<file path="src/rtl/rv_pipe_pkg.sv">
// Shared pipeline-control types for the RV32I core family: stage indices,
// the per-stage hazard shadow entry, and the forward-select encoding.
package rv_pipe_pkg;

    localparam int STG_IF = 0;
    localparam int STG_ID = STG_IF + 1;
    localparam int STG_EX = STG_ID + 1;

    // Shadow rd is stored at a fixed width; narrower register files zero-extend.
    localparam int RA_MAX_W = 8;

    localparam int FWD_RF = 0;

    typedef struct packed {
        logic                valid;
        logic [RA_MAX_W-1:0] rd;
        logic                wen;
        logic                is_load;
    } shadow_entry_t;

endpackage

</file>
<file path="src/rtl/pipe_fwd_match.sv">
// Finds the youngest downstream stage (EX..WB) that will write a given source
// register; returns hit, that stage index as the forward select, and whether it is a load.
module pipe_fwd_match
    import rv_pipe_pkg::*;
#(
    parameter int NSTAGES = 5,
    parameter int SEL_W   = 3
) (
    input  shadow_entry_t [NSTAGES-1:STG_EX] shadow,
    input  logic [RA_MAX_W-1:0]              rs,
    input  logic                             rs_used,
    output logic                             hit,
    output logic [SEL_W-1:0]                 sel,
    output logic                             is_load
);

    // Walk from WB toward EX so the last match written is the youngest producer.
    always_comb begin
        hit     = 1'b0;
        sel     = SEL_W'(FWD_RF);
        is_load = 1'b0;
        if (rs_used && (rs != '0)) begin
            for (int k = NSTAGES - 1; k >= STG_EX; k--) begin
                if (shadow[k].valid && shadow[k].wen && (shadow[k].rd == rs)) begin
                    hit     = 1'b1;
                    sel     = SEL_W'(k);
                    is_load = shadow[k].is_load;
                end
            end
        end
    end

endmodule

</file>
<file path="src/rtl/pipe_hazard_ctrl.sv">
// Depth-generic hazard tracker: shadows EX..WB, drives forwarding, load-use stalls,
// memory-wait freeze and redirect flush. Optional counters under PIPE_PERF_CNT_EN.
module pipe_hazard_ctrl
    import rv_pipe_pkg::*;
#(
    parameter int NSTAGES = 5,
    parameter int RA_W    = 5,
    parameter int SEL_W   = 3
) (
    input  logic               clk,
    input  logic               rst,
    input  logic               id_valid,
    input  logic [RA_W-1:0]    id_rs1,
    input  logic [RA_W-1:0]    id_rs2,
    input  logic               id_rs1_used,
    input  logic               id_rs2_used,
    input  logic [RA_W-1:0]    id_rd,
    input  logic               id_wen,
    input  logic               id_is_load,
    input  logic               redirect,
    input  logic               mem_wait,
    output logic               stall_if,
    output logic               stall_id,
    output logic               bubble_ex,
    output logic               flush_if,
    output logic               flush_id,
    output logic               freeze_all,
    output logic [SEL_W-1:0]   fwd_rs1_sel,
    output logic [SEL_W-1:0]   fwd_rs2_sel,
    output logic [NSTAGES-3:0] stage_valid
`ifdef PIPE_PERF_CNT_EN
    ,
    output logic [31:0]        cnt_loaduse,
    output logic [31:0]        cnt_flush,
    output logic [31:0]        cnt_memwait
`endif
);

    localparam logic [SEL_W-1:0] SEL_WB = SEL_W'(NSTAGES - 1);

    shadow_entry_t [NSTAGES-1:STG_EX] shadow_q;
    shadow_entry_t                    id_entry;
    logic                             hit1, hit2, ld1, ld2;
    logic [SEL_W-1:0]                 sel1, sel2;
    logic                             load_use;
    logic                             issue;

    assign id_entry = '{valid: 1'b1, rd: RA_MAX_W'(id_rd), wen: id_wen, is_load: id_is_load};

    pipe_fwd_match #(.NSTAGES(NSTAGES), .SEL_W(SEL_W)) u_fwd_rs1 (
        .shadow  (shadow_q),
        .rs      (RA_MAX_W'(id_rs1)),
        .rs_used (id_rs1_used),
        .hit     (hit1),
        .sel     (sel1),
        .is_load (ld1)
    );

    pipe_fwd_match #(.NSTAGES(NSTAGES), .SEL_W(SEL_W)) u_fwd_rs2 (
        .shadow  (shadow_q),
        .rs      (RA_MAX_W'(id_rs2)),
        .rs_used (id_rs2_used),
        .hit     (hit2),
        .sel     (sel2),
        .is_load (ld2)
    );

    // Load data only exists in WB, so a load producer anywhere earlier must stall.
    assign load_use = id_valid & ((hit1 & ld1 & (sel1 != SEL_WB)) |
                                  (hit2 & ld2 & (sel2 != SEL_WB)));

    always_comb begin
        stall_if    = 1'b0;
        stall_id    = 1'b0;
        bubble_ex   = 1'b0;
        flush_if    = 1'b0;
        flush_id    = 1'b0;
        freeze_all  = 1'b0;
        fwd_rs1_sel = SEL_W'(FWD_RF);
        fwd_rs2_sel = SEL_W'(FWD_RF);
        if (!rst) begin
            fwd_rs1_sel = sel1;
            fwd_rs2_sel = sel2;
            if (mem_wait) begin
                freeze_all = 1'b1;
                stall_if   = 1'b1;
                stall_id   = 1'b1;
            end else if (redirect) begin
                flush_if = 1'b1;
                flush_id = 1'b1;
            end else if (load_use) begin
                stall_if  = 1'b1;
                stall_id  = 1'b1;
                bubble_ex = 1'b1;
            end
        end
    end

    assign issue = id_valid & ~stall_id & ~redirect;

    // Shadow shift: EX takes the issued ID entry or a bubble, the rest move down.
    always_ff @(posedge clk or posedge rst) begin
        if (rst) begin
            shadow_q <= '0;
        end else if (!freeze_all) begin
            shadow_q[STG_EX] <= issue ? id_entry : '0;
            for (int k = STG_EX + 1; k < NSTAGES; k++) begin
                shadow_q[k] <= shadow_q[k-1];
            end
        end
    end

    always_comb begin
        for (int i = 0; i < NSTAGES - 2; i++) begin
            stage_valid[i] = shadow_q[i+STG_EX].valid;
        end
    end

`ifdef PIPE_PERF_CNT_EN
    function automatic logic [31:0] sat_inc(input logic [31:0] v, input logic en);
        return (en && (v != 32'hFFFF_FFFF)) ? v + 32'd1 : v;
    endfunction

    always_ff @(posedge clk or posedge rst) begin
        if (rst) begin
            cnt_loaduse <= '0;
            cnt_flush   <= '0;
            cnt_memwait <= '0;
        end else begin
            cnt_loaduse <= sat_inc(cnt_loaduse, bubble_ex);
            cnt_flush   <= sat_inc(cnt_flush, flush_if);
            cnt_memwait <= sat_inc(cnt_memwait, freeze_all);
        end
    end
`endif

endmodule

</file>
<file path="config.mk">
export PLATFORM = sky130hd
export DESIGN_NAME = pipe_hazard_ctrl
export DESIGN_NICKNAME = d
export VERILOG_FILES = /design/src/rtl/rv_pipe_pkg.sv /design/src/rtl/pipe_fwd_match.sv /design/src/rtl/pipe_hazard_ctrl.sv
export SDC_FILE = /design/constraint.sdc
export NUM_CORES = 1
export LEC_CHECK = 0
export CAP_MARGIN = 20
export CORE_ASPECT_RATIO = 1.75
export CORE_MARGIN = 2
export CORE_UTILIZATION = 45
export DETAILED_ROUTE_END_ITERATION = 8
export GPL_TIMING_DRIVEN = 0
export PLACE_DENSITY = 0.73
export SYNTH_ARGS = -nofsm -noshare
export SYNTH_HDL_FRONTEND = slang
export SYNTH_SLANG_ARGS = --single-unit
</file>
<file path="constraint.sdc">
create_clock -name clk -period 5.65 [get_ports clk]
set_input_delay 0.565 -clock clk [delete_from_list [all_inputs] [get_ports clk]]
set_output_delay 0.565 -clock clk [all_outputs]
set_load 0.05 [all_outputs]
</file>
* Yosys cells after proc, flatten, opt, wreduce, memory -nomap -nowiden
Index checks and enable logic that the tools add are counted.
** Storage, ports and cells
- Input bits :: 24
- Register bits :: 33
- Word-level logic and storage cells :: 81
- Output and inout bits :: 15
** Operators by class
- Equality and inequality tests :: 8
- Muxes and demuxes :: 38
- Bitwise gates (word level) :: 10
- Reduce and logical (&&, ||, !) cells :: 13
** Operators with widths (number)
- $eq 8x5->1 :: 6
- $mux 3 :: 10
- $mux 1 :: 27
- $reduce_bool 8->1 :: 2
- $logic_and 1x1->1 :: 11
- $mux 11 :: 1
- $and 1x1->1 :: 7
- $ne 3x3->1 const B :: 2
- $not 1->1 :: 2
- $or 1x1->1 :: 1

* Depth between registers and ports, before layout
Gate-level depths: netlist of run 1.
- Word-level depth :: 18
- Depth in mapped cells :: 8
- Depth with buffers taken out :: 6

* Cells and area by module
From an unflattened synthesis of run 1, not the netlist that was laid out.
** Second synthesis, totals
- Cells, all modules :: 194
- Area, all modules :: 1913.1 um^2
** By module, submodules not included
- pipe_hazard_ctrl :: area each 1152.4 um^2, instances 1, cells each 96
- pipe_fwd_match :: area each 380.4 um^2, instances 2, cells each 49

* Worst setup path before layout of run 1
Ideal clock, no wire load.
- Path kind :: input to output
- From :: input rst
- To :: output fwd_rs2_sel[2]
- Stages on the path :: 3
- Required time :: 5.085 ns
- Slack :: 2.122 ns
- Arrival :: 2.963 ns
- Cell sequence :: inv_1 nand2b_1 nor4b_1
** On the way
- Longest elaborated chain between the ends :: 1
** RTL lines
- from (decl) :: RTL line pipe_hazard_ctrl.sv:11 : input logic rst,
- $mux 3 :: RTL line pipe_hazard_ctrl.sv:81 : if (!rst) begin
- to (decl) :: RTL line pipe_hazard_ctrl.sv:29 : output logic [SEL_W-1:0] fwd_rs2_sel,
No other way between the ends.

* Final worst setup path of run 1
- From :: input rst
- To :: output stall_if
** On the way
- Longest elaborated chain between the ends :: 1
** RTL lines
- $mux 1 :: RTL line pipe_hazard_ctrl.sv:81
- to (decl) :: RTL line pipe_hazard_ctrl.sv:22 : output logic stall_if,
No other way between the ends.

==> results of run 1 <==
[kinds of logic after synthesis]
| group | after synthesis | share of synthesized area [%] |
|---|---|---|
| buf+inv | 10 | 4.47 |
| flops | 23 | 40.3 |
| simple gates | 36 | 15.2 |
| mux | 17 | 13.2 |
| compound gates | 14 | 8.41 |
| xor+xnor | 30 | 18.4 |
[routing by layer]
| layer | vias to the layer above | part of all wire, % | global-route usage [%] |
|---|---|---|---|
| met1 | 563 | 39 | 23.8 |
| met4 | 0 | 2.8 | 9.14 |
| met2 | 46 | 55 | 37.2 |
| met5 | - | 0 | 0 |
| li1 | 556 | - | - |
| met3 | 10 | 4.1 | 2.76 |
[critical path: cells and delay by family]
kind                   cells  cell delay (ns)
AOI/OAI and AO/OA          1             0.36
and+or+nand+nor            2             0.31
buffers and inverters      5             2.24
[how the worst max path moves through the flow]
stage	startpoint	end	slack [ns]	cells past startpoint
floorplan	rst	fwd_rs2_sel[2]	2.12	3
global placement	rst	stall_if	1.60	8
detailed placement	rst	stall_if	1.52	8
CTS	rst	stall_if	1.51	8
global route	rst	stall_if	1.29	8
finish	rst	stall_if	1.58	8
[power by group through the flow]
stage / Clock [mW] / Sequential [mW] / Combinational [mW]
global placement: 0 / 0.193 / 0.0952
finish: 0.101 / 0.191 / 0.0970
global route: 0.112 / 0.193 / 0.105
CTS: 0.103 / 0.191 / 0.0978
detailed placement: 0 / 0.194 / 0.0977
floorplan: 0 / 0.189 / 0.0615
[sequential cells by signal, summed over array words and instances (netlist names)]
register and flops:
shadow_q 20, stage_valid 3
[cells in the final DEF (no fill, tap or decap), drive strengths merged, types with 2 or more instances in the layout]
| master | n |
|---|---|
| clkdlybuf4s50 | 38 |
| dfrtp | 23 |
| xnor2 | 18 |
| mux2 | 15 |
| xor2 | 12 |
| a32o | 7 |
| buf | 7 |
| nand3 | 6 |
| nor2 | 5 |
| clkbuf | 5 |
| nand4 | 4 |
| nor4 | 4 |
| nand2 | 3 |
| nand2b | 3 |
| nor3 | 3 |
| mux2i | 2 |
| or4 | 2 |
| nor4b | 2 |
| o21ai | 2 |
[per-stage QoR]
stage                     cells  setup WS [ns]  power, mW
after global placement      211           1.60      0.288
after CTS                   215           1.51      0.391
after floorplan             130           2.12      0.251
final                       215           1.58      0.388
after detailed placement    211           1.52      0.292
after global routing        215           1.29      0.410
[layout make-up]
cell class / count / area (um2)
clock buffers: 3 / 41.3
fillers: 266 / 1170
multi-input cells: 97 / 788
plain buffers: 9 / 60.1
inverters: 1 / 3.75
flip-flops and latches: 23 / 576
clock inverters: 1 / 5.00
repair buffers: 38 / 380
well taps: 43 / 53.8
==> reports/results.ini, run 1 <==
[run_status]
outcome = complete, no violations

[detailed_routing]
wl_mm = 3.38
viasPerCell = 5.47
drtIter0Drc = 20
vias = 1175
dr.pass1.iters = 6
routedWlPerCell_um = 15.7
ant_nets = 0
post-route-drc-count = 0

[clocking]
cts_buffers = 3
cts_tree = done
cts-root-buf = clkbuf_8
clkLatencyLatePin_ns = 0.26
ctsHoldBuffers = 0
cts.repair.resized = 0
cts_max_path_buffers = 2
clkSinkCount = 23
cts-htree-levels = 1
clk_pin_slew_ns = 0.08
postCtsSetupBuffers = 0

[sta]
hold_ws_ns = 0.523
max-slew-margin-rel_pct = 38.8
max_freq_ghz = 0.246
report.final.hold_viol_count = 0
finalSetupTns_ns = 0
setup_violations = 0
slew_violations = 0
min_period_ns = 4.07
period_share_pct = 72.0
tightestPinTransition_ns = 0.917
clock-skew-final_ns = 0.00220
rsz0062_at_grt = no

[pwr]
pwr-share-clk_pct = 26.0
ir_drop_mv = 0.197
p_leak_nw = 0.773
cellInternalPower_mw = 0.275
power_frac_comb_pct = 25.0
power.switching_mw = 0.113
switching_share_pct = 29.2
power_density_nw_per_um2 = 204
seqPwrFrac_pct = 49.1

[critical_path]
required_ns = 5.09
worstSetupPathType = input pin to primary output
reg2reg_from = shadow_q[6]
cp-end-kind = primary output
path_cells = clkdlybuf4s50_1 > inv_1 > nand2b_1 > o32a_1 > buf_6 > nand2b_1 > buf_4 > clkdlybuf4s50_1
cpMaxStageDelayCell = clkdlybuf4s50_1
worstPathMaxFanout = 24
arrival_ns = 3.50
slowest_delay_ns = 0.78
r2r.worst_path.cells = 7
reg2reg_to = shadow_q[0]
startpoint_type = input pin
rrSetupSlack_ns = 3.45

[floorplanning]
core_um2 = 3070
dieWidth_um = 46.6
die-area_um2 = 3660
die_h_um = 78.5
initial_utilization_pct = 46.4
pin_count = 39
rows = 27

[cells_and_area]
layout-drive-gt1-share_pct = 15.7
diodes = 0
area_growth_pct = 33.7
nets = 197
stdcell_area_um2 = 1910
fin_util_pct = 62.1

[global_route]
grt_max_degree = 25
grt_first_pass_wirelength_mm = 5.68
grt_pass1_vias = 1239
grt.total_usage_pct = 21.2
grt_overflow_total = 0
antenna_found_initial = 0

[synthesis]
synth.distinct_cells = 33
ys_top_cells_by_area = dfrtp_1 (40%), mux2_2 (12%), xnor2_1 (11%)
syn_area_um2 = 1430
syn_nets = 154
syn_area_per_cell_um2 = 11.0
yosys.area.top_type_share_pct = 40.3
netlist_top_cells_count = dfrtp_1 (23), xnor2_1 (18), mux2_2 (15), xor2_1 (12), a32o_1 (7)
synthCells = 130
ys.flop_type = dfrtp_1
yosys_warnings = 0
async_flop_share_pct = 100
synth.most_common_cell = dfrtp_1
ys_seq_area_share_pct = 40.3
synth_edf_count = 0
synth-seq-cells = 23
yosys.area.top_type = dfrtp_1

[min_path]
holdPathStages = 1
holdPathEnd = shadow_q[11]
hp-start = shadow_q[11]
hold_path.class = flop to flop

[place]
gp_congestion = 0.886
post_dp_cell_area_um2 = 1860
place_hpwl_mm = 2.73
numPortBuffers = 38

[job]
drv_cap = 0

(Power assumes the default switching activity.)
==> inputs of run 2 (changes only) <==
--- a/config.mk
+++ b/config.mk
@@ -8,7 +8,7 @@
 export CAP_MARGIN = 20
 export CORE_ASPECT_RATIO = 1.75
 export CORE_MARGIN = 2
-export CORE_UTILIZATION = 45
+export CORE_UTILIZATION = 43
 export DETAILED_ROUTE_END_ITERATION = 8
 export GPL_TIMING_DRIVEN = 0
 export PLACE_DENSITY = 0.73
==> constraint.sdc (replaced) <==
create_clock -name clk -period 3.4 [get_ports clk]
set_input_delay 0.34 -clock clk [delete_from_list [all_inputs] [get_ports clk]]
set_output_delay 0.34 -clock clk [all_outputs]
set_load 0.05 [all_outputs]
==> run 2 against run 1 <==
  * Clock-buffer cell count up 1
  * Core utilization is 2.0 points lower
  * Power up 65%
  * Clock skew grew 0.0028 ns
  * Via count fell by 2.7%
  * Highest routed layer unchanged
  * Cell area about the same
  * Sequential share of layout area barely moved
  * Sequential power up 66%
  * Routed wire length unchanged
  * Flip-flop and latch count stayed put
  * Worst setup slack worse by 1.3 ns
==> reports/results.ini, run 2 (synthesis gave the netlist of run 1 again) <==
[global_route]
grt.total_usage_pct = 19.9  ; -1.3 points
grt_first_pass_wirelength_mm = 5.35  ; -5.7%
grt_max_degree = 25  ; unchanged
grt_overflow_total = 0  ; unchanged
antenna_found_initial = 0  ; unchanged
grt_pass1_vias = 1155  ; -6.8%

[clocking]
ctsHoldBuffers = 0  ; unchanged
cts-htree-levels = 1  ; unchanged
cts.repair.resized = 3  ; +3
clk_pin_slew_ns = 0.08  ; about the same
cts-root-buf = clkbuf_8
postCtsSetupBuffers = 0  ; unchanged
clkSinkCount = 23  ; unchanged
clkLatencyLatePin_ns = 0.26  ; about the same
cts_buffers = 3  ; unchanged
cts_max_path_buffers = 2  ; unchanged
cts_tree = done

[pwr]
p_leak_nw = 0.788  ; +1.9%
power_density_nw_per_um2 = 336  ; +65%
ir_drop_mv = 0.259  ; +31%

[job]
drv_cap = 0  ; unchanged

[sta]
rsz0062_at_grt = no
tightestPinTransition_ns = 0.576  ; -0.341 ns
finalSetupTns_ns = 0  ; unchanged
max-slew-margin-rel_pct = 61.6  ; +23 points
report.final.hold_viol_count = 0  ; unchanged
clock-skew-final_ns = 0.00500  ; +0.00280 ns
period_share_pct = 92.7
max_freq_ghz = 0.317
setup_violations = 0  ; unchanged
min_period_ns = 3.15
slew_violations = 0  ; unchanged

[detailed_routing]
routedWlPerCell_um = 15.7  ; unchanged
dr.pass1.iters = 4  ; -2
wl_mm = 3.38  ; unchanged
drtIter0Drc = 23  ; +15%
viasPerCell = 5.32  ; -2.7%
post-route-drc-count = 0  ; unchanged
ant_nets = 0  ; unchanged
vias = 1143  ; -2.7%

[cells_and_area]
final_cell_mix = clkdlybuf4s50_1 (35), dfrtp_1 (23), xnor2_1 (18), mux2_2 (15), xor2_1 (12)
layout_commonest_cell = clkdlybuf4s50_1
largest_reg_flops = 20  ; unchanged
layout-drive-gt1-share_pct = 16.3  ; +0.58 points
diodes = 0  ; unchanged
nets = 197  ; unchanged
regMostFlops = shadow_q
area_growth_pct = 33.6  ; about the same
fin_util_pct = 60.0  ; -2.0 points

[critical_path]
worstSetupPathType = input pin to primary output
critPathTopFamily = buffers and inverters
worstPathMaxFanout = 9  ; -63%
cp_num_buf_inv = 3  ; -2
rrSetupSlack_ns = 1.27  ; -2.18 ns
cpMaxStageDelayCell = dlygate4sd2_1
arrival_ns = 2.81  ; -0.69 ns
slowest_delay_ns = 0.53  ; -0.25 ns
cp-end-kind = primary output
startpoint_type = input pin
path_cells = clkdlybuf4s50_1 > xor2_1 > nor4_2 > nand4_1 > mux2i_1 > o32a_1 > buf_6 > nand2b_1 > dlygate4sd2_1
required_ns = 3.06  ; -2.03 ns

[floorplanning]
pin_count = 39  ; unchanged
rows = 27  ; unchanged
dieWidth_um = 47.6  ; +2.1%
initial_utilization_pct = 45.0  ; -1.5 points
die_h_um = 80.2  ; +2.2%
core_um2 = 3180  ; +3.3%
die-area_um2 = 3820  ; +4.3%

[place]
gp_congestion = 0.915  ; +3.3%
numPortBuffers = 38  ; unchanged
place_hpwl_mm = 2.73  ; -0.19%

[run_status]
outcome = complete, no violations

[min_path]
hold_path.class = flop to flop

==> run 2: cell count changes in the layout (fill, tap and decap cells not counted), sizes merged <==
cell           before  now
clkbuf              5    7
clkinvlp            0    1
dlymetal6s2s        0    1
clkdlybuf4s50      38   35
dlygate4sd2         0    1
clkinv              1    0
inv                 1    0
==> run 2: through the flow <==
step	hold slack [ns]	worst slack, ns	instances	power, mW	instance area, um2
6_report	0.523	0.250	215	0.640	1910
5_1_grt	0.562	0.0496	215	0.676	1910
4_1_cts	0.520	0.116	215	0.649	1910
3_5_place_dp	0.503	-0.260	211	0.485	1860
3_3_place_gp	0.491	-0.228	211	0.480	1860
2_1_floorplan	0.351	0.252	130	0.417	1430
==> run 2: routing by layer <==
layer	share of wire, %	up-vias	wire length, um	global-route usage [%]
li1	-	556	-	-
met1	39	554	1330	22.2
met2	56	29	1880	35.1
met3	3.7	4	125	2.25
met4	1.3	0	43	9.19
met5	0	-	0	0
==> run 2: path summary, 6_finish.rpt <==
path / depth (start not counted) / start / to
max reg2reg: 7 / shadow_q[6] / shadow_q[2]
min: 1 / shadow_q[11] / shadow_q[11]
max in group asynchronous: 2 / rst / shadow_q[15]
max: 9 / id_rs2[4] / stall_id
min in group asynchronous: 2 / rst / stage_valid[2]
min reg2reg: 1 / shadow_q[11] / shadow_q[11]
==> run 2: area by class of cell <==
type                    instances  area (um2)
plain buffers                   9        60.1
clock buffers                   4        45.0
fillers                       302        1270
inverters                       1        7.51
multi-input cells              97         788
flip-flops and latches         23         576
well taps                      43        53.8
repair buffers                 38         377
==> run 2: report_power, final <==
part           internal (mW)  total (mW)  switching (mW)
registers              0.292       0.317          0.0247
clock network         0.0835       0.163          0.0793
logic                 0.0825       0.161          0.0785
==> inputs of run 3 (changes only) <==
--- a/config.mk
+++ b/config.mk
@@ -11,7 +11,9 @@
 export CORE_UTILIZATION = 43
 export DETAILED_ROUTE_END_ITERATION = 8
 export GPL_TIMING_DRIVEN = 0
+export HOLD_SLACK_MARGIN = 0.03
 export PLACE_DENSITY = 0.73
+export SKIP_CTS_REPAIR_TIMING = 1
 export SYNTH_ARGS = -nofsm -noshare
 export SYNTH_HDL_FRONTEND = slang
 export SYNTH_SLANG_ARGS = --single-unit
==> run 3 against run 2 <==
  * Worst setup slack improved by 0.026 ns
  * Clock power about the same
  * Core utilization is 0.35 points higher
  * Critical path type unchanged
  * Critical endpoint is now stall_if
  * Largest power group unchanged
==> reports/results.ini, run 3 (synthesis gave the netlist of run 1 again) <==
[run_status]
outcome = complete, no violations

[cells_and_area]
layout_commonest_cell = clkdlybuf4s50_1
area_growth_pct = 34.4
nets = 197  ; unchanged
layout-drive-gt1-share_pct = 15.7  ; -0.58 points
fin_util_pct = 60.4  ; +0.35 points
regMostFlops = shadow_q
diodes = 0  ; unchanged
final_cell_mix = clkdlybuf4s50_1 (35), dfrtp_1 (23), xnor2_1 (18), mux2_2 (15), xor2_1 (12)
fillers = 297  ; -1.7%
largest_reg_flops = 20  ; unchanged

[clocking]
clkLatencyLatePin_ns = 0.26  ; about the same
cts-htree-levels = 1  ; unchanged
cts_max_path_buffers = 2  ; unchanged
cts_buffers = 3  ; unchanged
clk_pin_slew_ns = 0.08  ; about the same
cts_tree = done
clkSinkCount = 23  ; unchanged
cts-root-buf = clkbuf_8

[sta]
period_share_pct = 91.9  ; -0.76 points
layout_setup_ws_ns = 0.275  ; +0.0258 ns
min_period_ns = 3.12  ; -0.0258 ns
report.final.hold_viol_count = 0  ; unchanged
max-slew-margin-rel_pct = 61.9  ; +0.34 points
slew_violations = 0  ; unchanged
finalSetupTns_ns = 0  ; unchanged
clock-skew-final_ns = 0.00469  ; -0.000309 ns
setup_violations = 0  ; unchanged
max_freq_ghz = 0.320  ; +0.83%
tightestPinTransition_ns = 0.571  ; -0.00509 ns
rsz0062_at_grt = no

[floorplanning]
initial_utilization_pct = 45.0  ; unchanged
core_um2 = 3180  ; unchanged
die-area_um2 = 3820  ; unchanged
dieWidth_um = 47.6  ; unchanged
die_h_um = 80.2  ; unchanged
rows = 27  ; unchanged
pin_count = 39  ; unchanged

[critical_path]
cp-end-kind = primary output
worstSetupPathType = input pin to primary output
startpoint_type = input pin
arrival_ns = 2.78  ; -0.03 ns
worstPathMaxFanout = 9  ; unchanged
required_ns = 3.06  ; about the same

[detailed_routing]
post-route-drc-count = 0  ; unchanged
routed.top_layer = met4
drtIter0Drc = 25  ; +8.7%
wl_met1_mm = 1.33  ; +0.15%
ant_nets = 0  ; unchanged
route.met3.wl_um = 125  ; unchanged
vias = 1142  ; -0.087%
dr.pass1.iters = 4  ; unchanged
dr_wl_met2_mm = 1.88  ; about the same
routedWlPerCell_um = 15.7  ; +0.12%
wl_mm = 3.38  ; +0.12%
viasPerCell = 5.31  ; about the same

[place]
gp_congestion = 0.915  ; unchanged
place_hpwl_mm = 2.73  ; unchanged
numPortBuffers = 38  ; unchanged
detailedPlace.worstSlack_ns = -0.260  ; unchanged

[global_route]
grt_first_pass_wirelength_mm = 5.35  ; unchanged
grt_pass1_vias = 1155  ; unchanged
grt_max_degree = 25  ; unchanged
grt_overflow_total = 0  ; unchanged
grt.total_usage_pct = 19.9  ; unchanged
antenna_found_initial = 0  ; unchanged

[pwr]
ir_drop_mv = 0.259  ; about the same
p_leak_nw = 0.812  ; +3.1%
power_density_nw_per_um2 = 334  ; -0.49%
total_power_mw = 0.641  ; +0.10%

[job]
drv_cap = 0  ; unchanged

[min_path]
hold_path.class = flop to flop

-- run 3: final timing paths --
check / startpoint / end / slack [ns] / cells after the start
worst max-delay path: id_rs2[0] / stall_if / 0.28 / 10
worst min-delay path: shadow_q[11] / shadow_q[11] / 0.52 / 1
worst max register to register: shadow_q[6] / shadow_q[2] / 1.26 / 7
worst min register to register: shadow_q[11] / shadow_q[11] / 0.52 / 1
max in group asynchronous: rst / shadow_q[15] / 2.49 / 2
min in group asynchronous: rst / stage_valid[2] / 0.60 / 2
-- run 3: area by class of cell --
cell class / instances / area (um2) / area share [%]
multi-input cells: 97 / 788 / 41.1
flip-flops and latches: 23 / 576 / 30.0
repair buffers: 38 / 388 / 20.2
plain buffers: 9 / 60.1 / 3.13
well taps: 43 / 53.8 / 2.80
clock buffers: 4 / 45.0 / 2.35
inverters: 1 / 7.51 / 0.391
-- run 3: critical path, stage by stage --
cell	delay, ns
clkdlybuf4s50_1	0.52
xor2_1	0.21
nor4_2	0.29
nand4_1	0.17
mux2i_1	0.17
o32a_1	0.36
buf_6	0.14
nand2b_1	0.08
buf_4	0.10
dlymetal6s2s_1	0.40
-- run 3: per-layer routing --
metal,GRT usage (%),vias up
met2,35.1,29
met1,22.2,553
li1,-,556
met3,2.25,4
met5,0,-
met4,9.19,0
-- run 3: power by group --
part / switching, mW / leakage [nW] / internal, mW
sequential: 0.0247 / 0.308 / 0.292
clock: 0.0790 / 0.0228 / 0.0835
combinational: 0.0785 / 0.481 / 0.0834
-- run 3: metrics by stage --
stage,hold slack [ns],instances,cell area [um2]
floorplan,0.351,130,1430
global placement,0.491,211,1860
detailed placement,0.503,211,1860
CTS,0.520,215,1910
global route,0.562,215,1920
finish,0.523,215,1920
